**src/rtl/echo_request_input.sv**
```systemverilog
// echo_request_input: inbound demarshaller for the echo portal.
// Buffers 96-bit pipe messages in a 2-entry ping-pong store and dispatches them as say/say2 calls.
module echo_request_input #(
    parameter logic [31:0] TAG_SAY  = 32'd1,
    parameter logic [31:0] TAG_SAY2 = 32'd2,
    parameter int          ERR_W    = 16
) (
    input  logic             CLK,
    input  logic             nRST,
    input  logic             pipe_enq_ena,
    input  logic [95:0]      pipe_enq_v,
    output logic             pipe_enq_rdy,
    output logic             request_say_ena,
    output logic [31:0]      request_say_meth,
    output logic [31:0]      request_say_v,
    input  logic             request_say_rdy,
    output logic             request_say2_ena,
    output logic [31:0]      request_say2_a,
    output logic [31:0]      request_say2_b,
    input  logic             request_say2_rdy,
    output logic [ERR_W-1:0] err_count,
    output logic [31:0]      err_tag
);
    logic [31:0] tag_q [2];
    logic [31:0] w0_q [2];
    logic [31:0] w1_q [2];
    logic [1:0]  vld;
    logic        wr_sel, rd_sel;
    logic        h_vld, is_say, is_say2, drop, pop, enq;
    logic [31:0] h_tag;

    always_comb begin
        h_vld = vld[rd_sel];
        h_tag = tag_q[rd_sel];
        is_say = h_tag == TAG_SAY;
        is_say2 = h_tag == TAG_SAY2;
        pipe_enq_rdy = !(vld[0] & vld[1]);
        enq = pipe_enq_ena & pipe_enq_rdy;
        request_say_ena = h_vld & is_say & request_say_rdy;
        request_say2_ena = h_vld & is_say2 & request_say2_rdy;
        request_say_meth = w0_q[rd_sel];
        request_say_v = w1_q[rd_sel];
        request_say2_a = w0_q[rd_sel];
        request_say2_b = w1_q[rd_sel];
        // unknown tags leave the head immediately, regardless of downstream readiness
        drop = h_vld & !is_say & !is_say2;
        pop = request_say_ena | request_say2_ena | drop;
    end

    always_ff @(posedge CLK) begin
        if (!nRST) begin
            vld <= '0;
            wr_sel <= 1'b0;
            rd_sel <= 1'b0;
            err_count <= '0;
            err_tag <= '0;
            for (int i = 0; i < 2; i++) begin
                tag_q[i] <= '0;
                w0_q[i] <= '0;
                w1_q[i] <= '0;
            end
        end else begin
            if (pop) begin
                vld[rd_sel] <= 1'b0;
                rd_sel <= ~rd_sel;
            end
            // enqueue never targets the head being popped: it needs a free slot
            if (enq) begin
                vld[wr_sel] <= 1'b1;
                tag_q[wr_sel] <= pipe_enq_v[31:0];
                w0_q[wr_sel] <= pipe_enq_v[63:32];
                w1_q[wr_sel] <= pipe_enq_v[95:64];
                wr_sel <= ~wr_sel;
            end
            if (drop) begin
                err_tag <= h_tag;
                if (~&err_count)
                    err_count <= err_count + ERR_W'(1);
            end
        end
    end
endmodule

```
**config.mk**
```make
export PLATFORM = sky130hd
export DESIGN_NAME = echo_request_input
export DESIGN_NICKNAME = d
export VERILOG_FILES = /design/src/rtl/echo_request_input.sv
export SDC_FILE = /design/constraint.sdc
export NUM_CORES = 1
export LEC_CHECK = 0
export ABC_AREA = 1
export CAP_MARGIN = 40
export CORE_MARGIN = 2
export CORE_UTILIZATION = 40
export DETAILED_ROUTE_END_ITERATION = 7
export GPL_TIMING_DRIVEN = 1
export PLACE_DENSITY = 0.67
export RECOVER_POWER = 25
export SETUP_SLACK_MARGIN = 0.5
export SYNTH_ARGS = -nofsm -noshare
export SYNTH_HDL_FRONTEND = slang
export SYNTH_SLANG_ARGS = --single-unit
```
**constraint.sdc**
```tcl
create_clock -name CLK -period 10.1 [get_ports CLK]
set_clock_uncertainty 0.15 [all_clocks]
set_input_delay 2.02 -clock CLK [delete_from_list [all_inputs] [get_ports CLK]]
set_output_delay 2.02 -clock CLK [all_outputs]
set_load 0.02 [all_outputs]
```
==> Yosys cells after proc, flatten, opt, wreduce, memory -nomap -nowiden <==
Memory sizes are Yosys's and may differ from the RTL's. A register that Yosys moved wholly into a read port is not among the register bits.
Index checks and enable logic that the tools add are counted.
{ "word_totals": {"reg_bits": 52, "n_memories": 3, "ram_bits": 192, "word_cells": 69, "in_bits": 101} }
{ "op_classes": {"add_sub_neg": 1, "n_bitwise": 16, "eq_ne": 2, "magnitude_cmp": 4, "n_reduce_logical": 10, "n_mux": 28} }
{ "memory_table": {"columns": ["memory", "depth", "word_bits", "read_ports", "rd_clocked_by_memory_dff", "wr", "line", "text"], "rows": [
  ["tag_q", 2, 32, 1, 1, 2, "24", "logic [31:0] tag_q [2];"],
  ["w0_q", 2, 32, 1, 1, 2, "25", "logic [31:0] w0_q [2];"],
  ["w1_q", 2, 32, 1, 1, 2, "26", "logic [31:0] w1_q [2];"]
]} }
{ "op_table": {"columns": ["cell", "n"], "rows": [
  ["$mux W32", 3],
  ["$reduce_or A32 Y1", 3],
  ["$eq A32 B1 Y1 const B", 1],
  ["$eq A32 B2 Y1 const B", 1],
  ["$mux W1", 20],
  ["$add A16 B1 Y16 const B", 1],
  ["$reduce_and A16 Y1", 1],
  ["$and A1 B1 Y1", 8],
  ["$mux W2", 3],
  ["$lt A1 B2 Y1 const B", 2],
  ["$logic_not A1 Y1", 3],
  ["$not A1 Y1", 3],
  ["$and A2 B2 Y2", 1],
  ["$demux W1 S1", 2],
  ["$ge A1 B1 Y1 const B", 2],
  ["$logic_and A1 B1 Y1", 2],
  ["$not A2 Y2", 1],
  ["$or A1 B1 Y1", 2],
  ["$or A2 B2 Y2", 1],
  ["$reduce_and A2 Y1", 1]
]} }

==> Depth between registers and ports, before layout <==
{ "logic_depth": {"ltp_word": 10, "mapped_depth": 15} }

==> Worst setup path before layout <==
OpenSTA, ideal clock, no wires.
{ "synth_path": {"path_type": "input to register", "startpoint": "in nRST", "endpoint": "mem tag_q[0][0] (enable)", "arrival_time_ns": 4.629, "n_path_buf": 3, "path_slack_ns": 4.423, "stages": 5, "cell_sequence": "clkbuf_1 nand2_1 clkbuf_1 buf_1 nand2_1"} }
{ "synth_rtl": {"columns": ["item", "line", "text"], "rows": [
  ["start, declared", "9", "input logic nRST,"],
  ["end, declared", "24", null]
]} }

==> impl_metrics.ini <==
[die]
die_h_um = 172.0
start_util = 0.4062
die_w_um = 172.0
ioPinCount = 280
placementRows = 61
overall_die_area_mm2 = 0.02957
core_region_area_mm2 = 0.02778

[drt]
ant_nets = 0
routedWlPerCell_um = 15.08
drtPass1Iterations = 5
via_per_inst = 4.590
initialDrtViolationCount = 614
drcViolationCount = 0
routed_wirelength_um = 28470
routed-via-count = 8665

[timing]
timing.final.setup_violations = 0
setup_repair_after_global_routing_missed_its_margin = false
finalHoldViolCount = 0
setup_total_negative_slack_ns = 0
maxClockFrequency_mhz = 161.7
min_period_ns = 6.185
tightest_slew_ns = 2.002
timing.final.max_slew_violations = 74
slew_headroom = -0.3345
share_of_the_cycle_needed_by_the_critical_path_after_routing = 0.6123

[global_routing]
globalRouteOverflowTotal = 0
maximum_number_of_pins_on_one_net_before_global_route_repair = 65
first_global_vias = 8491
number_of_antenna_violations_at_the_first_check_in_global_routing = 2
grtUsageTotal = 0.1920
grt_first_pass_wirelength_um = 44240

[synthesis]
synth_compound_area_frac = 0.02483
post_synth_xor_xnor_area = 0.01086
post-synth-top-area-fraction = 0.5109
seq_area_frac_synth = 0.6049
synth_warnings = 0
combinational_family_with_the_most_area_after_synthesis = simple AND/OR/NAND/NOR gates
syn-cell-area_mm2 = 0.01129
syn-instance-count = 1291
syn_avg_cell_area_um2 = 8.742
synth_largest_area_cell = sky130_fd_sc_hd__edfxtp_1
synth_fa_ha_area_frac = 0.001109
net_count_after_synthesis = 1393
yosys.area_share.simple = 0.2343
cell_types_with_the_largest_area_share_after_synthesis = sky130_fd_sc_hd__edfxtp_1, sky130_fd_sc_hd__nand2_1, sky130_fd_sc_hd__dfxtp_1, sky130_fd_sc_hd__nor2_1, sky130_fd_sc_hd__inv_1
synth.area.mux_share = 0
synth-seq-cells = 245
synthDistinctLibCells = 25

[pwr]
power_leakage_nw = 6.450
peakVddDrop_mv = 0.1218
post-layout-total-power_mw = 2.792
power_density_mw_per_mm2 = 188.1

[final_layout]
multi_input_comb_area_mm2 = 0.003065
num-nets-final = 1591
drive_gt1_frac = 0.03446
fillerInstances = 2526
synthToLayoutAreaGrowth_pct = 31.52
finalNonFillerCells = 1888
most_frequent_cells_in_the_layout = sky130_fd_sc_hd__nand2_1, sky130_fd_sc_hd__clkdlybuf4s50_1, sky130_fd_sc_hd__nor2_1, sky130_fd_sc_hd__edfxtp_1, sky130_fd_sc_hd__inv_1
sequential_cell_area_mm2 = 0.006827
finalCoreUtilization = 0.5343
layout.cells.most_common = sky130_fd_sc_hd__nand2_1

[setup_path]
worst-setup-path-type = reg2out
required_ns = 7.93
timing.critical_path.to_type = primary output
critical_path_launch_point_type = flip-flop
worstPathArrival_ns = 4.01
path_max_fanout = 64

[clock_tree]
max-clock-path-buffers = 3
clk_latency_ns = 0.53
post_cts_hold_buffer_count = 0
clock-root-buffer = sky130_fd_sc_hd__clkbuf_16
cts_tree = built
cts.sink_count = 245
cts_inserted_buffers = 26
number_of_cells_upsized_or_downsized_after_cts = 0
cts_setup_buffers = 0
clock_slew_at_the_register_clock_pins_of_the_worst_setup_and_hold_paths_ns = 0.06
cts.htree.levels = 1

[placement]
instance_count_after_placement_with_tap_cells_included = 1839
hpwlAfterDp_um = 18690
io_buffers = 279
final_replace_weighted_congestion = 0.9082

[run_status]
violations_in_the_final_reports = max-capacitance violations, max-slew violations
status = finished with violations

[worst_hold_path]
hold_class = reg2reg

[run]
cap_viol_max_count = 2
-- synth_stat cells --
master                       n
sky130_fd_sc_hd__a21oi_1    49
sky130_fd_sc_hd__buf_1       3
sky130_fd_sc_hd__buf_2      12
sky130_fd_sc_hd__buf_4      66
sky130_fd_sc_hd__buf_6       2
sky130_fd_sc_hd__clkbuf_1   37
sky130_fd_sc_hd__dfxtp_1    53
sky130_fd_sc_hd__edfxtp_1  192
sky130_fd_sc_hd__ha_1        1
sky130_fd_sc_hd__inv_1     177
sky130_fd_sc_hd__inv_2       2
sky130_fd_sc_hd__nand2_1   391
sky130_fd_sc_hd__nand3_1    49
sky130_fd_sc_hd__nand3b_1    1
sky130_fd_sc_hd__nand4_1     3
sky130_fd_sc_hd__nand4_2     1
sky130_fd_sc_hd__nor2_1    218
sky130_fd_sc_hd__nor2_2      1
sky130_fd_sc_hd__nor3_1      6
sky130_fd_sc_hd__nor4_1      2
sky130_fd_sc_hd__o21ai_0     6
sky130_fd_sc_hd__o21ai_1     1
sky130_fd_sc_hd__or2_2       4
sky130_fd_sc_hd__xnor2_1     2
sky130_fd_sc_hd__xor2_1     12
-- power breakdown --
group	total [mW]	internal, mW	leakage, nW	switching (mW)
Combinational	0.599	0.242	3.57	0.357
Sequential	1.19	1.16	2.44	0.0272
Clock	1.00	0.619	0.440	0.383
-- routing by layer --
metal | share of wire | vias to the layer above | global-route usage
met3 | 0.073 | 35 | 0.04280
met1 | 0.42 | 4004 | 0.2443
met4 | 0.016 | 2 | 0.04311
li1 | - | 4338 | -
met5 | 0.00046 | - | 0
met2 | 0.49 | 286 | 0.3351
-- flip-flops by register name, summed over array words and instances (netlist names), named ones only --
register   cells
vld            2
err_count     16
rd_sel         1
err_tag       32
tag_q         64
w0_q          64
w1_q          64
wr_sel         1
-- path summary, 6_finish.rpt --
path / startpoint / slack [ns] / cells past startpoint / to
setup reg to reg: flip-flop / 4.70 / 13 / err_tag[12]$_SDFFE_PN0P_
hold / removal: err_tag[1]$_SDFFE_PN0P_ / 0.31 / 2 / err_tag[1]$_SDFFE_PN0P_
hold reg to reg: err_tag[1]$_SDFFE_PN0P_ / 0.31 / 2 / err_tag[1]$_SDFFE_PN0P_
setup / recovery: flip-flop / 3.92 / 5 / request_say_v[26]
-- cell families after synthesis --
kind of cell             after synthesis
AO/OA/AOI/OAI                         56
XOR/XNOR                              14
adder cells (fa/ha/maj)                1
buffers and inverters                299
flip-flops                           245
AND/OR/NAND/NOR                      676
-- worst max-delay path, stage by stage, from the launching register on --
cell and delay, ns:
sky130_fd_sc_hd__dfxtp_1 0.71, sky130_fd_sc_hd__clkinvlp_2 1.16, sky130_fd_sc_hd__buf_4 0.72, sky130_fd_sc_hd__nand2_1 0.14, sky130_fd_sc_hd__nand2_1 0.13, sky130_fd_sc_hd__clkdlybuf4s50_1 0.57
-- layout make-up --
class	count	area share
sequential	245	0.4599
multi-input combinational	747	0.2065
timing repair buffer	290	0.1954
clock buffer	39	0.05125
inverter	179	0.04535
tap	378	0.03186
clock inverter	9	0.009525
antenna	1	0.0001686
-- stage by stage --
step           area (um2)  hold slack [ns]  worst slack, ns
4_1_cts             14900           0.3154            4.534
6_report            14840           0.3104            3.915
3_3_place_gp        13920           0.3032            4.552
3_5_place_dp        14000           0.3063            4.546
5_1_grt             14840           0.3373            3.553
2_1_floorplan       11290           0.3110            4.423
(Power assumes the default switching activity.)
